[config.mk]
export PLATFORM = sky130hd
export DESIGN_NAME = ssd_scan_scheduler
export DESIGN_NICKNAME = d
export VERILOG_FILES = /design/src/rtl/ssd_scan_scheduler.sv
export SDC_FILE = /design/constraint.sdc
export NUM_CORES = 1
export LEC_CHECK = 0
export CAP_MARGIN = 20
export CELL_PAD_IN_SITES_DETAIL_PLACEMENT = 0
export CELL_PAD_IN_SITES_GLOBAL_PLACEMENT = 1
export CORE_UTILIZATION = 49
export CTS_CLUSTER_DIAMETER = 120
export DETAILED_ROUTE_END_ITERATION = 6
export PLACE_DENSITY_LB_ADDON = 0.25
export SLEW_MARGIN = 20
export SYNTH_ARGS = -nofsm -noshare
export SYNTH_HDL_FRONTEND = slang
export SYNTH_SLANG_ARGS = --single-unit
export TNS_END_PERCENT = 20
[constraint.sdc]
create_clock -name ClkPort -period 11.44 [get_ports ClkPort]
set_input_delay 2.86 -clock ClkPort [delete_from_list [all_inputs] [get_ports ClkPort]]
set_output_delay 2.86 -clock ClkPort [all_outputs]
set_load 0.01 [all_outputs]
[src/rtl/ssd_scan_scheduler.sv]
`default_nettype none
// ============================================================================
// Module   : ssd_scan_scheduler
// Purpose  : Double-buffered, guard-slotted scan of NUM_DIGITS hex digits onto
//            the shared seven-segment anode/cathode bus.
// Options  : LZ_BLANK_EN - blank leading zero digits (mask rebuilt at each swap)
// Revision : 1.0 - initial release
// ============================================================================
module ssd_scan_scheduler #(
    parameter int NUM_DIGITS   = 8,
    parameter int DIGIT_CYCLES = 131072,
    parameter int GUARD_CYCLES = 1024
) (
    input  logic        ClkPort,
    input  logic        Reset,
    input  logic [31:0] digits,
    input  logic [7:0]  digit_en,
    input  logic [7:0]  dp,
    input  logic        load_req,
    output logic        load_ack,
    output logic        frame_done,
    output logic [7:0]  An,
    output logic [7:0]  Cath
);

    localparam int c_MAX_CYC = (DIGIT_CYCLES > GUARD_CYCLES) ? DIGIT_CYCLES : GUARD_CYCLES;
    localparam int c_CNT_W   = (c_MAX_CYC > 1) ? $clog2(c_MAX_CYC) : 1;

    localparam logic [c_CNT_W-1:0] c_DIGIT_LAST = c_CNT_W'(DIGIT_CYCLES - 1);
    localparam logic [c_CNT_W-1:0] c_GUARD_LAST = c_CNT_W'(GUARD_CYCLES - 1);
    localparam logic [2:0]         c_LAST_IDX   = 3'(NUM_DIGITS - 1);

    typedef enum logic [0:0] {
        ST_BLANK = 1'b0,
        ST_DRIVE = 1'b1
    } state_t;

    state_t               r_state, w_state_nxt;
    logic [c_CNT_W-1:0]   r_cnt, w_cnt_nxt;
    logic [2:0]           r_idx, w_idx_nxt;
    logic                 r_started;
    logic                 r_pending;
    logic [31:0]          r_sh_digits, r_act_digits;
    logic [7:0]           r_sh_en, r_sh_dp, r_act_en, r_act_dp;
    logic                 w_frame_end, w_swap, w_capture;
    logic [7:0]           w_an_nxt, w_cath_nxt;
    logic [7:0]           w_lit;

    function automatic logic [6:0] hex7seg(input logic [3:0] v);
        case (v)
            4'h0: hex7seg = 7'b0000001;
            4'h1: hex7seg = 7'b1001111;
            4'h2: hex7seg = 7'b0010010;
            4'h3: hex7seg = 7'b0000110;
            4'h4: hex7seg = 7'b1001100;
            4'h5: hex7seg = 7'b0100100;
            4'h6: hex7seg = 7'b0100000;
            4'h7: hex7seg = 7'b0001111;
            4'h8: hex7seg = 7'b0000000;
            4'h9: hex7seg = 7'b0000100;
            4'hA: hex7seg = 7'b0001000;
            4'hB: hex7seg = 7'b1100000;
            4'hC: hex7seg = 7'b0110001;
            4'hD: hex7seg = 7'b1000010;
            4'hE: hex7seg = 7'b0110000;
            default: hex7seg = 7'b0111000;
        endcase
    endfunction

`ifdef LZ_BLANK_EN
    logic [7:0] r_mask, w_mask_nxt;
    logic       w_run;

    // Walk down from the top; disabled digits neither blank nor stop the run.
    always_comb begin
        w_mask_nxt = '0;
        w_run      = 1'b1;
        for (int i = 7; i >= 1; i--) begin
            if (i < NUM_DIGITS && r_sh_en[i]) begin
                if (w_run && r_sh_digits[4*i +: 4] == 4'h0 && !r_sh_dp[i])
                    w_mask_nxt[i] = 1'b1;
                else
                    w_run = 1'b0;
            end
        end
    end

    always_ff @(posedge ClkPort or posedge Reset) begin
        if (Reset)
            r_mask <= '0;
        else if (w_swap)
            r_mask <= w_mask_nxt;
    end

    assign w_lit = r_act_en & ~r_mask;
`else
    assign w_lit = r_act_en;
`endif

    assign w_capture = load_req & ~r_pending;
    assign w_swap    = w_frame_end & r_pending;

    // Outputs are derived from the next state so An/Cath flip with the state.
    always_comb begin
        w_state_nxt = r_state;
        w_idx_nxt   = r_idx;
        w_cnt_nxt   = r_cnt + 1'b1;
        w_frame_end = 1'b0;
        w_an_nxt    = 8'hFF;
        w_cath_nxt  = 8'hFF;
        case (r_state)
            ST_BLANK: begin
                if (r_cnt == c_GUARD_LAST) begin
                    w_state_nxt = ST_DRIVE;
                    w_cnt_nxt   = '0;
                    if (r_started)
                        w_idx_nxt = (r_idx == c_LAST_IDX) ? 3'd0 : r_idx + 3'd1;
                end
            end
            ST_DRIVE: begin
                if (r_cnt == c_DIGIT_LAST) begin
                    w_state_nxt = ST_BLANK;
                    w_cnt_nxt   = '0;
                    w_frame_end = (r_idx == c_LAST_IDX);
                end
            end
            default: begin
                w_state_nxt = ST_BLANK;
                w_cnt_nxt   = '0;
            end
        endcase
        if (w_state_nxt == ST_DRIVE) begin
            w_an_nxt[w_idx_nxt] = ~w_lit[w_idx_nxt];
            w_cath_nxt = {hex7seg(r_act_digits[{w_idx_nxt, 2'b00} +: 4]), ~r_act_dp[w_idx_nxt]};
        end
    end

    always_ff @(posedge ClkPort or posedge Reset) begin
        if (Reset) begin
            r_state    <= ST_BLANK;
            r_cnt      <= '0;
            r_idx      <= 3'd0;
            r_started  <= 1'b0;
            An         <= 8'hFF;
            Cath       <= 8'hFF;
            frame_done <= 1'b0;
        end else begin
            r_state    <= w_state_nxt;
            r_cnt      <= w_cnt_nxt;
            r_idx      <= w_idx_nxt;
            if (r_state == ST_BLANK && w_state_nxt == ST_DRIVE)
                r_started <= 1'b1;
            An         <= w_an_nxt;
            Cath       <= w_cath_nxt;
            frame_done <= w_frame_end;
        end
    end

    // Capture and swap are exclusive: capture needs pending=0, swap needs pending=1.
    always_ff @(posedge ClkPort or posedge Reset) begin
        if (Reset) begin
            r_pending    <= 1'b0;
            load_ack     <= 1'b0;
            r_sh_digits  <= '0;
            r_sh_en      <= '0;
            r_sh_dp      <= '0;
            r_act_digits <= '0;
            r_act_en     <= '0;
            r_act_dp     <= '0;
        end else begin
            load_ack <= w_capture;
            if (w_capture) begin
                r_sh_digits <= digits;
                r_sh_en     <= digit_en;
                r_sh_dp     <= dp;
                r_pending   <= 1'b1;
            end else if (w_swap) begin
                r_act_digits <= r_sh_digits;
                r_act_en     <= r_sh_en;
                r_act_dp     <= r_sh_dp;
                r_pending    <= 1'b0;
            end
        end
    end

endmodule
`default_nettype wire
==> results.md <==
Logic synthesis:
- The synthesized-area fraction occupied by ao, oa, aoi and oai cells is a little over 8%.
- The number of nets in the synthesized netlist is between 500 and 600.
- The biggest area contributor in the post-synthesis netlist is dfrtp_1.
- For this run, asynchronously set or reset flops after synthesis account for 100%.
- Counting flops with a built-in enable in the synthesized netlist gives 0.
- The largest family of logic cells by synthesized area is multiplexers.
- The fraction of synthesized area in multiplexers is a little under a fifth.
- In this run the biggest area consumer among cell types represents 48.6% of the synthesized area.
- The adder-cell area share of the yosys netlist is approximately 2%.
- Yosys printed 0 warnings.
- dfrtp_1 is the most common cell in the netlist.
- The synthesized instance count is 504.
- The register bit total from synthesis is 137.
- Sorting the synthesized cells by area gives the leading types as dfrtp_1 49%, mux2_2 18%, dfstp_2 6.7%, ha_1 2.0%, nor2_1 2.0%.
- The count of cell types in the netlist is 66.
- The dominant synthesized flop cell is dfrtp_1.
- The sequential area share after synthesis is 55.3%.
- The simple-gate share of the synthesized area is 11.3%.
- The post-synthesis average cell area is 12.4 µm².
- Summing every instance area after synthesis gives 6230 µm².
- In the synthesized netlist, the cells that appear most often are 121 x dfrtp_1, 98 x mux2_2, 33 x nor2_1, 25 x nand2_1, 22 x nand3_1.
- Of the total synthesized cell area, the portion taken by XOR and XNOR cells is 1.97%.

CTS:
- The clock slew at the register clock pins of the worst setup and hold paths is 60 ps.
- The number of buffers inserted during clock tree synthesis is 17.
- TritonCTS built the clock tree.
- The number of buffers inserted by hold repair at cts is 0.
- Post-CTS repair changed the size of 0 cells.
- The post-CTS repair timing setup buffer count is 0.
- For the worst-skew pair, the clock arrives at the later sink with an insertion delay of 430 ps.
- The root buffer cell is clkbuf_16.
- The maximum count of clock buffers along a single path is 2.
- The H-tree level count is 4.
- The clock sink count is 137.

Timing:
- The worst slack on hold paths is 483 ps.
- Setup violations remaining at the end of the flow were counted as 0.
- In the finished design, the share of the clock period the worst path needs comes to between 30% and 40%.
- The final period demand of the worst path is 4490 ps.
- Setup repair after global routing left no endpoint under its margin.
- Setup slack on the critical path of the routed design comes to 6950 ps.
- The slew at the pin closest to its max-slew limit is 1090 ps.
- The maximum clock skew at final layout is 6.37 ps.
- Measured against its own limit, the worst slew margin works out to a little over a quarter.
- For this run, the top clock speed supported by timing is 223 MHz.
- The count of pins over their slew limit came to 0.
- The final sum of negative setup slack is 0 ps.
- The number of failing hold endpoints at the final stage is 0.

Floorplanning:
- The vertical die dimension is 115 µm.
- The floorplan step defined a core boundary enclosing 12,200 µm².
- The die covers 13,200 µm².
- The number of primary I/O pins is around 70.
- The initialized floorplan defines 40 standard-cell rows.
- The width of the die is 115 µm.
- For this configuration, the core starts out at a cell density of 51.1%.

Detailed routing:
- The total routed wirelength is 13,400 µm.
- The remaining design rule violation count is 0.
- The pre-antenna-repair detailed-routing pass consisted of 4 iterations.
- After detailed routing, the number of vias per cell comes to 5.61.
- In the final routed layout, each cell accounts on average for 17.9 µm.
- After the first detailed-routing iteration, the DRC count stood at 285.
- The number of vias after detailed routing is 4,226.
- The detail route stage leaves a number of antenna-violating nets equal to 0.

Power and ir drop:
- The power density over the cells is approximately 140 nW/µm².
- The worst-case IR drop observed on VDD is 153 µV.
- The analysis attributes to cell leakage a power of 0.00333 µW.
- The overall power of the completed layout is 1090 µW.

Cells and area:
- Compared with the post-synthesis result, the final layout area differs by 22.4%.
- The area used by multi-input combinational logic is 2640 µm².
- The share of the core filled with cells is between 60% and 70%.
- The ratio of cells with drive above 1 in the final layout is between 20% and 30%.
- The sequential cells in the finished layout cover a total of 3450 µm².
- The antenna diode count is 0.
- After the last flow step, the layout net total stands at 633.
- The largest registers in the layout are r_act_digits x32, r_sh_digits x32, r_cnt x17.
- The layout filler cell count is 999.

Hold path:
- In this run the worst hold path is classified as reg -> reg.
- Along the worst hold path, the cell count comes to 1.

GRT:
- The via count of the first global-routing pass was around 4,300.
- Global routing used 23.0% of the available tracks.
- The initial antenna violation count is 0.
- The total global routing overflow is 0.
- Entering global routing, the biggest net connects 74 pins.
- The first global-routing pass estimated 22,300 µm of wire.

Placed design:
- Detailed placement finished with a half-perimeter wire length of 9000 µm.
- At the end of routability-driven placement, the weighted congestion stood at between 0.7 and 0.8.
- Port buffering added 68 buffers.
- OpenSTA, run right after detailed placement, puts the worst setup slack at 6500 ps.

Run:
- The tool flagged a number of max-cap violations equal to 0.

Critical path:
- The slowest stage of the critical path is the nor2b_4 cell.
- Data on the critical path arrives at its endpoint at 4790 ps.
- Walking the worst path, the cells encountered are clkdlybuf4s50_1, nor2b_4, buf_4, mux2_2.
- The endpoint kind of the worst setup timing path is a flop.
- In this run the worst path has a maximum fanout of 27.
- STA classifies the critical path startpoint as a primary input.
- The worst path required time is 11,750 ps.
- The length in cells of the worst reg-to-reg path is 13.
- The category of the critical setup timing path is in -> reg.
- The highest cell delay on the worst timing path is 570 ps.

Outcome:
- The run finished with clean final reports.
## per-stage QoR
| step | cell area, µm² | instances |
|---|---|---|
| finish | 7630 | 753 |
| global route | 7630 | 753 |
| CTS | 7620 | 753 |
| detailed placement | 7060 | 721 |
| global placement | 7060 | 721 |
| floorplan | 6230 | 504 |
## worst paths after layout
check	start	endpoint	slack [ps]
hold / removal	r_cnt[0]	r_cnt[0]	480
setup / recovery	load_req	r_sh_digits[29]	6950
setup reg to reg	r_cnt[11]	Cath[7]	7160
max in group asynchronous	Reset	r_sh_dp[4]	7110
hold reg to reg	r_cnt[0]	r_cnt[0]	480
min in group asynchronous	Reset	r_sh_digits[25]	2940
## area by class of cell
class,count,share of cell area (%)
Tap cell,168,2.76
Clock inverter,12,1.57
Inverter,13,0.672
Clock buffer,20,5.86
Timing Repair Buffer,72,9.32
Multi-Input combinational cell,331,34.6
Sequential cell,137,45.2
## critical path: cells and delay by family
kind          cells  cell delay (ps)
buf+inv           2              940
mux               1              390
simple gates      1              570
## placed cells by master, fill, tap and decap left out, types with 3 or more instances in the layout
master | Yosys | layout
a21oi_1 | 10 | 10
nor3_1 | 8 | 8
o21ai_1 | 3 | 3
nor2b_1 | 5 | 4
and3_1 | 12 | 12
o211ai_1 | 4 | 4
o22ai_1 | 3 | 3
a221o_1 | 4 | 4
nand3_1 | 22 | 22
clkbuf_16 | 0 | 17
inv_1 | 12 | 11
a31oi_1 | 3 | 3
clkdlybuf4s50_1 | 0 | 68
a21boi_0 | 3 | 3
xnor2_1 | 7 | 7
or2_1 | 3 | 3
nand2_1 | 25 | 24
buf_4 | 2 | 4
o21ai_0 | 16 | 16
xor2_1 | 7 | 7
nor2_1 | 33 | 33
mux2i_1 | 6 | 6
dfstp_2 | 16 | 16
dfrtp_1 | 121 | 121
ha_1 | 10 | 10
clkinv_4 | 0 | 4
nand4_1 | 4 | 4
clkinvlp_4 | 0 | 4
mux2_2 | 98 | 98
## power breakdown
group | switching (µW) | internal (µW)
combinational | 16.9 | 31.0
clock | 213 | 307
sequential | 12.6 | 507
total | 242 | 845
## logic make-up (layout without fill, tap and decap cells)
kind of cell             Yosys count  count (layout)
XOR/XNOR                          14              14
buffers and inverters             36             117
AND/OR/NAND/NOR                  133             133
adder cells (fa/ha/maj)           10              10
multiplexers                     104             104
flip-flops                       137             137
AO/OA/AOI/OAI                     70              70
## metal layers
| metal | GRT usage (%) | up-vias | routed length (µm) |
|---|---|---|---|
| li1 | - | 1940 | - |
| met1 | 29.2 | 2146 | 5810 |
| met2 | 37.3 | 119 | 6710 |
| met3 | 6.80 | 21 | 667 |
| met4 | 8.83 | 0 | 261 |
| met5 | 0 | - | 0 |
Note: power is estimated with default switching activity, not from simulation.
